`config.mk`:
```
export PLATFORM = sky130hd
export DESIGN_NAME = cram_wr_arb
export DESIGN_NICKNAME = d
export VERILOG_FILES = /design/src/rtl/cram_wr_arb_pkg.sv /design/src/rtl/cram_wr_arb_clr_seq.sv /design/src/rtl/cram_wr_arb.sv
export SDC_FILE = /design/constraint.sdc
export NUM_CORES = 1
export LEC_CHECK = 0
export ABC_CLOCK_PERIOD_IN_PS = 1800
export CAP_MARGIN = 10
export CELL_PAD_IN_SITES_DETAIL_PLACEMENT = 0
export CELL_PAD_IN_SITES_GLOBAL_PLACEMENT = 2
export CORE_MARGIN = 4
export CORE_UTILIZATION = 28
export DETAILED_ROUTE_END_ITERATION = 6
export PLACE_DENSITY = 0.92
export REMOVE_ABC_BUFFERS = 1
export SYNTH_ARGS = -nofsm -noshare
export SYNTH_HDL_FRONTEND = slang
export SYNTH_SLANG_ARGS = --single-unit
```
`constraint.sdc`:
```
create_clock -name clk -period 1.8 [get_ports clk]
set_input_delay 0.54 -clock clk [delete_from_list [all_inputs] [get_ports clk]]
set_output_delay 0.54 -clock clk [all_outputs]
set_load 0.005 [all_outputs]
```
`src/rtl/cram_wr_arb_pkg.sv`:
```
// Shared definitions for the CRAM write arbiter: geometry, palette fields, clear FSM states.
package cram_wr_arb_pkg;

  localparam int CRAM_AW = 8;
  localparam int CRAM_DW = 16;

  localparam int CRAM_DAC_BIT = 15;
  localparam int CRAM_R_HI    = 14;
  localparam int CRAM_R_LO    = 10;
  localparam int CRAM_G_HI    = 9;
  localparam int CRAM_G_LO    = 5;
  localparam int CRAM_B_HI    = 4;
  localparam int CRAM_B_LO    = 0;

  typedef enum logic {
    CLR_IDLE = 1'b0,
    CLR_FILL = 1'b1
  } clr_state_e;

  function automatic logic [CRAM_DW-1:0] cram_pack(input logic dac, input logic [4:0] r,
                                                   input logic [4:0] g, input logic [4:0] b);
    logic [CRAM_DW-1:0] v;
    v = '0;
    v[CRAM_DAC_BIT]          = dac;
    v[CRAM_R_HI:CRAM_R_LO]   = r;
    v[CRAM_G_HI:CRAM_G_LO]   = g;
    v[CRAM_B_HI:CRAM_B_LO]   = b;
    return v;
  endfunction

endpackage

```
`src/rtl/cram_wr_arb_clr_seq.sv`:
```
// Clear sequencer: walks every CRAM entry once, writing a captured fill value.
// state    | meaning
// CLR_IDLE | waiting for i_start; no write request
// CLR_FILL | requesting a write of r_value at r_cnt; advances when not stalled
module cram_clr_seq
  import cram_wr_arb_pkg::*;
#(
  parameter int AW = CRAM_AW,
  parameter int DW = CRAM_DW
) (
  input  logic          clk,
  input  logic          rst_n,
  input  logic          i_start,
  input  logic [DW-1:0] i_value,
  input  logic          i_stall,
  output logic          o_wr_valid,
  output logic [AW-1:0] o_wr_addr,
  output logic [DW-1:0] o_wr_data,
  output logic          o_busy
);

  clr_state_e    r_state;
  logic [AW-1:0] r_cnt;
  logic [DW-1:0] r_value;

  always_ff @(posedge clk or negedge rst_n) begin
    if (!rst_n) begin
      r_state <= CLR_IDLE;
      r_cnt   <= '0;
      r_value <= '0;
    end else begin
      case (r_state)
        CLR_IDLE: begin
          if (i_start) begin
            r_state <= CLR_FILL;
            r_cnt   <= '0;
            r_value <= i_value;
          end
        end
        CLR_FILL: begin
          // Last entry granted: drop busy in the same cycle its write appears.
          if (!i_stall) begin
            r_cnt <= r_cnt + 1'b1;
            if (r_cnt == {AW{1'b1}}) r_state <= CLR_IDLE;
          end
        end
        default: r_state <= CLR_IDLE;
      endcase
    end
  end

  assign o_wr_valid = (r_state == CLR_FILL);
  assign o_wr_addr  = r_cnt;
  assign o_wr_data  = r_value;
  assign o_busy     = (r_state == CLR_FILL);

endmodule

```
`src/rtl/cram_wr_arb.sv`:
```
// Single CRAM write port shared by Z80 byte window, DMA words and the clear sequencer.
// Fixed priority: CPU commit, then DMA, then clear; at most one registered write per cycle.
module cram_wr_arb
  import cram_wr_arb_pkg::*;
#(
  parameter int AW = CRAM_AW,
  parameter int DW = CRAM_DW
) (
  input  logic          clk,
  input  logic          rst_n,
  input  logic          cpu_wr,
  input  logic [AW:0]   cpu_addr,
  input  logic [7:0]    cpu_data,
  input  logic          dma_req,
  input  logic [AW-1:0] dma_addr,
  input  logic [DW-1:0] dma_data,
  output logic          dma_ack,
  input  logic          clr_start,
  input  logic [DW-1:0] clr_value,
  output logic          clr_busy,
  output logic [AW-1:0] cram_addr,
  output logic [DW-1:0] cram_data,
  output logic          cram_we
);

  logic          r_we;
  logic [AW-1:0] r_addr;
  logic [DW-1:0] r_data;
  logic          r_ack;
  logic [7:0]    r_lo_latch;

  logic          w_cpu_lo;
  logic          w_cpu_commit;
  logic          w_dma_grant;
  logic          w_clr_valid;
  logic          w_clr_grant;
  logic          w_clr_stall;
  logic [AW-1:0] w_clr_addr;
  logic [DW-1:0] w_clr_data;

  assign w_cpu_lo     = cpu_wr & ~cpu_addr[0];
  assign w_cpu_commit = cpu_wr &  cpu_addr[0];
  // A DMA grant is never issued in an ack cycle, so the master has a cycle to advance.
  assign w_dma_grant  = dma_req & ~w_cpu_commit & ~r_ack;
  assign w_clr_stall  = w_cpu_commit | w_dma_grant;
  assign w_clr_grant  = w_clr_valid & ~w_clr_stall;

  cram_clr_seq #(.AW(AW), .DW(DW)) u_clr_seq (
    .clk        (clk),
    .rst_n      (rst_n),
    .i_start    (clr_start),
    .i_value    (clr_value),
    .i_stall    (w_clr_stall),
    .o_wr_valid (w_clr_valid),
    .o_wr_addr  (w_clr_addr),
    .o_wr_data  (w_clr_data),
    .o_busy     (clr_busy)
  );

  always_ff @(posedge clk or negedge rst_n) begin
    if (!rst_n) begin
      r_we       <= 1'b0;
      r_addr     <= '0;
      r_data     <= '0;
      r_ack      <= 1'b0;
      r_lo_latch <= '0;
    end else begin
      r_we  <= w_cpu_commit | w_dma_grant | w_clr_grant;
      r_ack <= w_dma_grant;
      if (w_cpu_lo) r_lo_latch <= cpu_data;
      if (w_cpu_commit) begin
        r_addr <= cpu_addr[AW:1];
        r_data <= {cpu_data, r_lo_latch};
      end else if (w_dma_grant) begin
        r_addr <= dma_addr;
        r_data <= dma_data;
      end else if (w_clr_grant) begin
        r_addr <= w_clr_addr;
        r_data <= w_clr_data;
      end
    end
  end

  assign cram_we   = r_we;
  assign cram_addr = r_addr;
  assign cram_data = r_data;
  assign dma_ack   = r_ack;

endmodule

```
Word-level counts from Yosys, hierarchy flattened
Index checks and enable logic that the tools add are counted.
{"block": "word_totals", "register_bits": 59, "inputBits": 62, "output_inout_bits": 27, "wordCells": 40}
{"block": "classes", "n_addsub": 1, "n_eq_ne": 3, "mux": 13, "n_bitwise": 12, "n_reduce_logical": 3}
{"operator": "16-bit 2-to-1 mux", "n": 3}
{"operator": "8-bit 2-to-1 mux", "n": 5}
{"operator": "8-bit case mux with 2 select lines", "n": 1}
{"operator": "8-bit by 1-bit adder with 8-bit output (second input constant)", "n": 1}
{"operator": "8-bit equality test (second input constant)", "n": 1}
{"operator": "1-bit bitwise AND", "n": 5}
{"operator": "1-bit inverter", "n": 5}
{"operator": "2-bit != test (second input constant)", "n": 2}
{"operator": "2-bit AND reduction", "n": 2}
{"operator": "1-bit 2-to-1 mux", "n": 3}
{"operator": "3-bit nonzero test", "n": 1}
{"operator": "1-bit bitwise OR", "n": 2}
{"operator": "1-bit case mux with 2 select lines", "n": 1}

Logic depth before layout (Yosys ltp)
{"block": "depth", "word_depth": 10, "mapped_depth": 6, "mapped_depth_nobuf": 5}

Hierarchy
A second synthesis with hierarchy kept.
{"block": "hier_totals", "hier_cells": 300, "area_unflattened_um2": 2924.1}
{"module": "cram_wr_arb", "instances": 1, "cells_each": 186, "area_each_um2": 1855.5, "seq_area_each_um2": 850.8}
{"module": "cram_clr_seq", "instances": 1, "cells_each": 114, "area_each_um2": 1068.5, "seq_area_each_um2": 625.6}

Worst setup path before layout
No wires, ideal clock.
{"block": "synth_timing", "path_kind": "in2reg", "from": "in cpu_wr", "to": "reg r_addr[0], in the netlist cram_addr[0]", "setup_time_ns": 0.126, "arrival_time_ns": 1.371, "required_ns": 1.674, "path_slack_ns": 0.303, "path_stages": 5, "n_path_buf": 3, "cell_sequence": "and2_4 > buf_6 > buf_6 > buf_8 > a221o_1"}
{"block": "synth_via", "elab_chain_cells": 8, "elab_cells_between_ends": 10, "cone_classes": "mux (2); bitwise (7); reduce/logical (1)"}
{"element": "start, declared", "line": "cram_wr_arb.sv:11", "rtl": "input logic cpu_wr,"}
{"element": "1-bit bitwise AND *", "line": "cram_wr_arb.sv:42", "rtl": "assign w_cpu_commit = cpu_wr & cpu_addr[0];"}
{"element": "1-bit inverter", "line": "cram_wr_arb.sv:44", "rtl": "assign w_dma_grant = dma_req & ~w_cpu_commit & ~r_ack;"}
{"element": "1-bit bitwise AND (2 in series)", "line": "cram_wr_arb.sv:44"}
{"element": "1-bit bitwise OR", "line": "cram_wr_arb.sv:45", "rtl": "assign w_clr_stall = w_cpu_commit | w_dma_grant;"}
{"element": "1-bit inverter", "line": "cram_wr_arb.sv:46", "rtl": "assign w_clr_grant = w_clr_valid & ~w_clr_stall;"}
{"element": "1-bit bitwise AND", "line": "cram_wr_arb.sv:46"}
{"element": "3-bit nonzero test (no line)"}
{"element": "end signal, assigned", "line": "cram_wr_arb.sv:72", "rtl": "r_addr <= cpu_addr[AW:1];"}
{"element": "end signal, assigned", "line": "cram_wr_arb.sv:75", "rtl": "r_addr <= dma_addr;"}
{"element": "end signal, assigned", "line": "cram_wr_arb.sv:78", "rtl": "r_addr <= w_clr_addr;"}
{"element": "end, declared", "line": "cram_wr_arb.sv:27", "rtl": "logic [AW-1:0] r_addr;"}
Every way passes the cells marked *; elsewhere a longest branch is shown, timed or not.
A chain may end at the register's enable or synchronous reset.

Worst setup path in the final report
{"block": "layout_timing", "from": "reg r_ack, in the netlist dma_ack", "to": "out dma_ack"}
{"element": "start, declared", "line": "cram_wr_arb.sv:29", "rtl": "logic r_ack;"}
{"element": "start signal, assigned", "line": "cram_wr_arb.sv:69", "rtl": "r_ack <= w_dma_grant;"}
{"element": "end, declared", "line": "cram_wr_arb.sv:17", "rtl": "output logic dma_ack,"}
No word-level cell between the ends.

==> impl_metrics.toml <==
[logic_synthesis]
synth-edff-count = 0
dominantRegCellSynth = "dfrtp_1"
avgSynthCellArea_um2 = 9.91
async_reset_ff_share_pct = 100
ys_warn_count = 0
ys_top_cells_by_area = "dfrtp_1 53%, nand2_1 11%, a221o_1 8.3%"
synth.most_common_cell = "nand2_1"
synth_area_um2 = 2780
synth_top_area_share_pct = 53.0
syn-instance-count = 281
yosysSeqAreaShare_pct = 53.0
synth_commonest_cells = "81 x nand2_1, 59 x dfrtp_1, 26 x nand3_1, 25 x a21oi_1, 23 x a221o_1"
synthDistinctLibCells = 33
synth_top_area_cell = "dfrtp_1"
synth_seq_cells = 59

[clock_network]
h-tree-depth = 3
cts_tree = "yes"
clock_sinks = 59
insertion_delay_ns = 0.33
cts.clk_slew.worst_paths_ns = 0.07
ctsLongestPathBuffers = 2
clock-root-buffer = "clkbuf_8"
cts_inserted_buffers = 9

[timing]
maxSlewViolCount = 0
layout_min_cycle_time_ns = 1.75
tightest_slew_ns = 0.365
post-route-period-util_pct = 97.2
finClkSkew_ns = 0.0107
layout_setup_ws_ns = 0.0509
final-hold-violation-count = 0
max_slew_margin_pct = 75.6
setup_viol = 0
rsz0062_at_grt = "no"
fin_hold_ws_ns = 0.199
fmax_mhz = 572

[placed_design]
place_ws_ns = -0.210
place_congestion = 0.764
portBuffers = 88
hpwl_um = 5770

[global_route]
grt_antenna_before_repair = 0
grt_usage_pct = 14.5
first_global_vias = 2523
grt_max_degree = 60
overflow = 0
grt_pass1_wl_um = 13000

[floorplan]
rows = 36
io_pins = 89
core_area_um2 = 9730
dieArea_um2 = 11600
die_w_um = 108
start_util_pct = 28.6
dieHeight_um = 108

[critical_path]
crit_path_end_kind = "output pin"
path_cells = "clkdlybuf4s50_1"
crit_slowest_cell = "clkdlybuf4s50_1"
worstPathArrival_ns = 1.21
start_kind = "flip-flop"
cp_top_family = "buffers and inverters"
path_buf_inv = 1
slowest_delay_ns = 0.51
worstPathMaxFanout = 3
worstSetupPathDepth = 1
worstPathRequired_ns = 1.26
ff2ff_path_depth = 5
crit_type = "flip-flop to output pin"

[routing]
wl_met3_um = 493
wl_met1_um = 3870
num_vias = 2447
wl_met2_um = 3610
postRouteWirelength_um = 8130
dr.pass1.iters = 4
drc = 0
wire_per_inst_um = 15.7
ant_nets = 0
drtIter0Drc = 123
vias_per_cell = 4.72
highest_layer = "met4"

[worst_hold_path]
hp-class = "input pin to async pin"

[cells_and_area]
fin_nets = 444
area_delta_synth_final_pct = 46.6
drive_gt1_share_pct = 13.2
fillers = 1004
n_antenna_cell = 0
final_util_pct = 41.9

[pwr]
total_power_mw = 3.63
p_leak_nw = 1.82
power.density_nw_per_um2 = 889
vdd_drop_max_v = 0.000324

[flow_run]
maxCapViolCount = 0

[status]
status = "finished, final reports clean"
==> metrics by stage <==
| stage | setup TNS (ns) | std cells | instance area, um^2 |
|---|---|---|---|
| floorplan | -13.03 | 258 | 2620 |
| global placement | -4.74 | 502 | 3870 |
| detailed placement | -5.49 | 502 | 3870 |
| CTS | 0 | 517 | 4060 |
| global route | 0 | 518 | 4080 |
| finish | 0 | 518 | 4080 |
==> cells by family after synthesis <==
family	after synthesis	share of synthesized area (%)
compound gates	58	15.2
buf+inv	25	6.34
mux	12	4.67
flops	59	53.0
simple gates	126	20.3
fa+ha+maj	1	0.449
==> final cells by class <==
type	count	area (um^2)	share of cell area (%)
sequential	59	1480	36.2
multi-input combinational	197	1130	27.8
timing repair buffer	112	1100	27.0
tap	133	166	4.08
clock buffer	13	159	3.89
clock inverter	2	35.0	0.858
inverter	2	7.51	0.184
==> where the power goes <==
group / switching [mW] / total [mW] / internal, mW / leakage (nW)
clock network: 0.504 / 1.21 / 0.707 / 0.0995
logic: 0.292 / 0.760 / 0.468 / 0.989
registers: 0.140 / 1.66 / 1.52 / 0.732
==> flip-flops by register name, indices dropped and copies added, names as in the netlist <==
register / count
u_clr_seq.o_wr_data: 16
cram_we: 1
cram_data: 16
u_clr_seq.o_wr_addr: 8
r_lo_latch: 8
u_clr_seq.o_busy: 1
cram_addr: 8
dma_ack: 1
==> final timing paths <==
| check | slack (ns) | startpoint | end |
|---|---|---|---|
| max | 0.05 | dma_ack$_DFF_PN0_ | dma_ack |
| min | 0.20 | rst_n | cram_we$_DFF_PN0_ |
| max reg2reg | 0.28 | u_clr_seq.o_busy$_DFF_PN0_ | cram_addr[7]$_DFFE_PN0P_ |
| min reg2reg | 0.48 | u_clr_seq.o_wr_data[9]$_DFFE_PN0P_ | u_clr_seq.o_wr_data[9]$_DFFE_PN0P_ |
| max in group asynchronous | 1.31 | rst_n | u_clr_seq.o_wr_data[15]$_DFFE_PN0P_ |
| min in group clk | 0.48 | u_clr_seq.o_wr_data[9]$_DFFE_PN0P_ | u_clr_seq.o_wr_data[9]$_DFFE_PN0P_ |
==> layout by cell type, fill, tap and decap left out, types with 2 or more instances in the layout <==
cell             Yosys  final
buf_12               0      3
a221o_1             23     23
nand2_1             81     81
o21ai_0              3      3
nor3_4               2      2
mux2i_1              4      4
mux2_2               8      8
clkbuf_8             0     11
nand3_1             26     26
dlymetal6s2s_1       0      4
nand2b_1             2      2
a21oi_1             25     25
nor3b_1              2      2
clkbuf_1             3      2
clkdlybuf4s50_1      0     83
buf_4                5     21
nor2_1               6      6
dfrtp_1             59     59
==> what timing repair did <==
action / in CTS / in global routing
setup buffers: 0 / 1
resized for setup: 0 / 4
hold buffers: 0 / 0
endpoints found under the hold margin: 0 / 0
setup endpoints to repair: 0 / 4
==> worst reg2reg max path, delay by kind of cell, from the launching register on <==
family	cells	cell delay [ns]
buffers and inverters	3	0.49
DFF	1	0.41
and+or+nand+nor	1	0.28
AOI/OAI and AO/OA	1	0.22
==> routing by layer <==
layer  track usage (%)  up-vias
met4              5.32        0
met1              20.1     1176
met3              4.32       13
met5                 0        -
li1                  -     1183
met2              21.2       75
(Power assumes the default switching activity.)
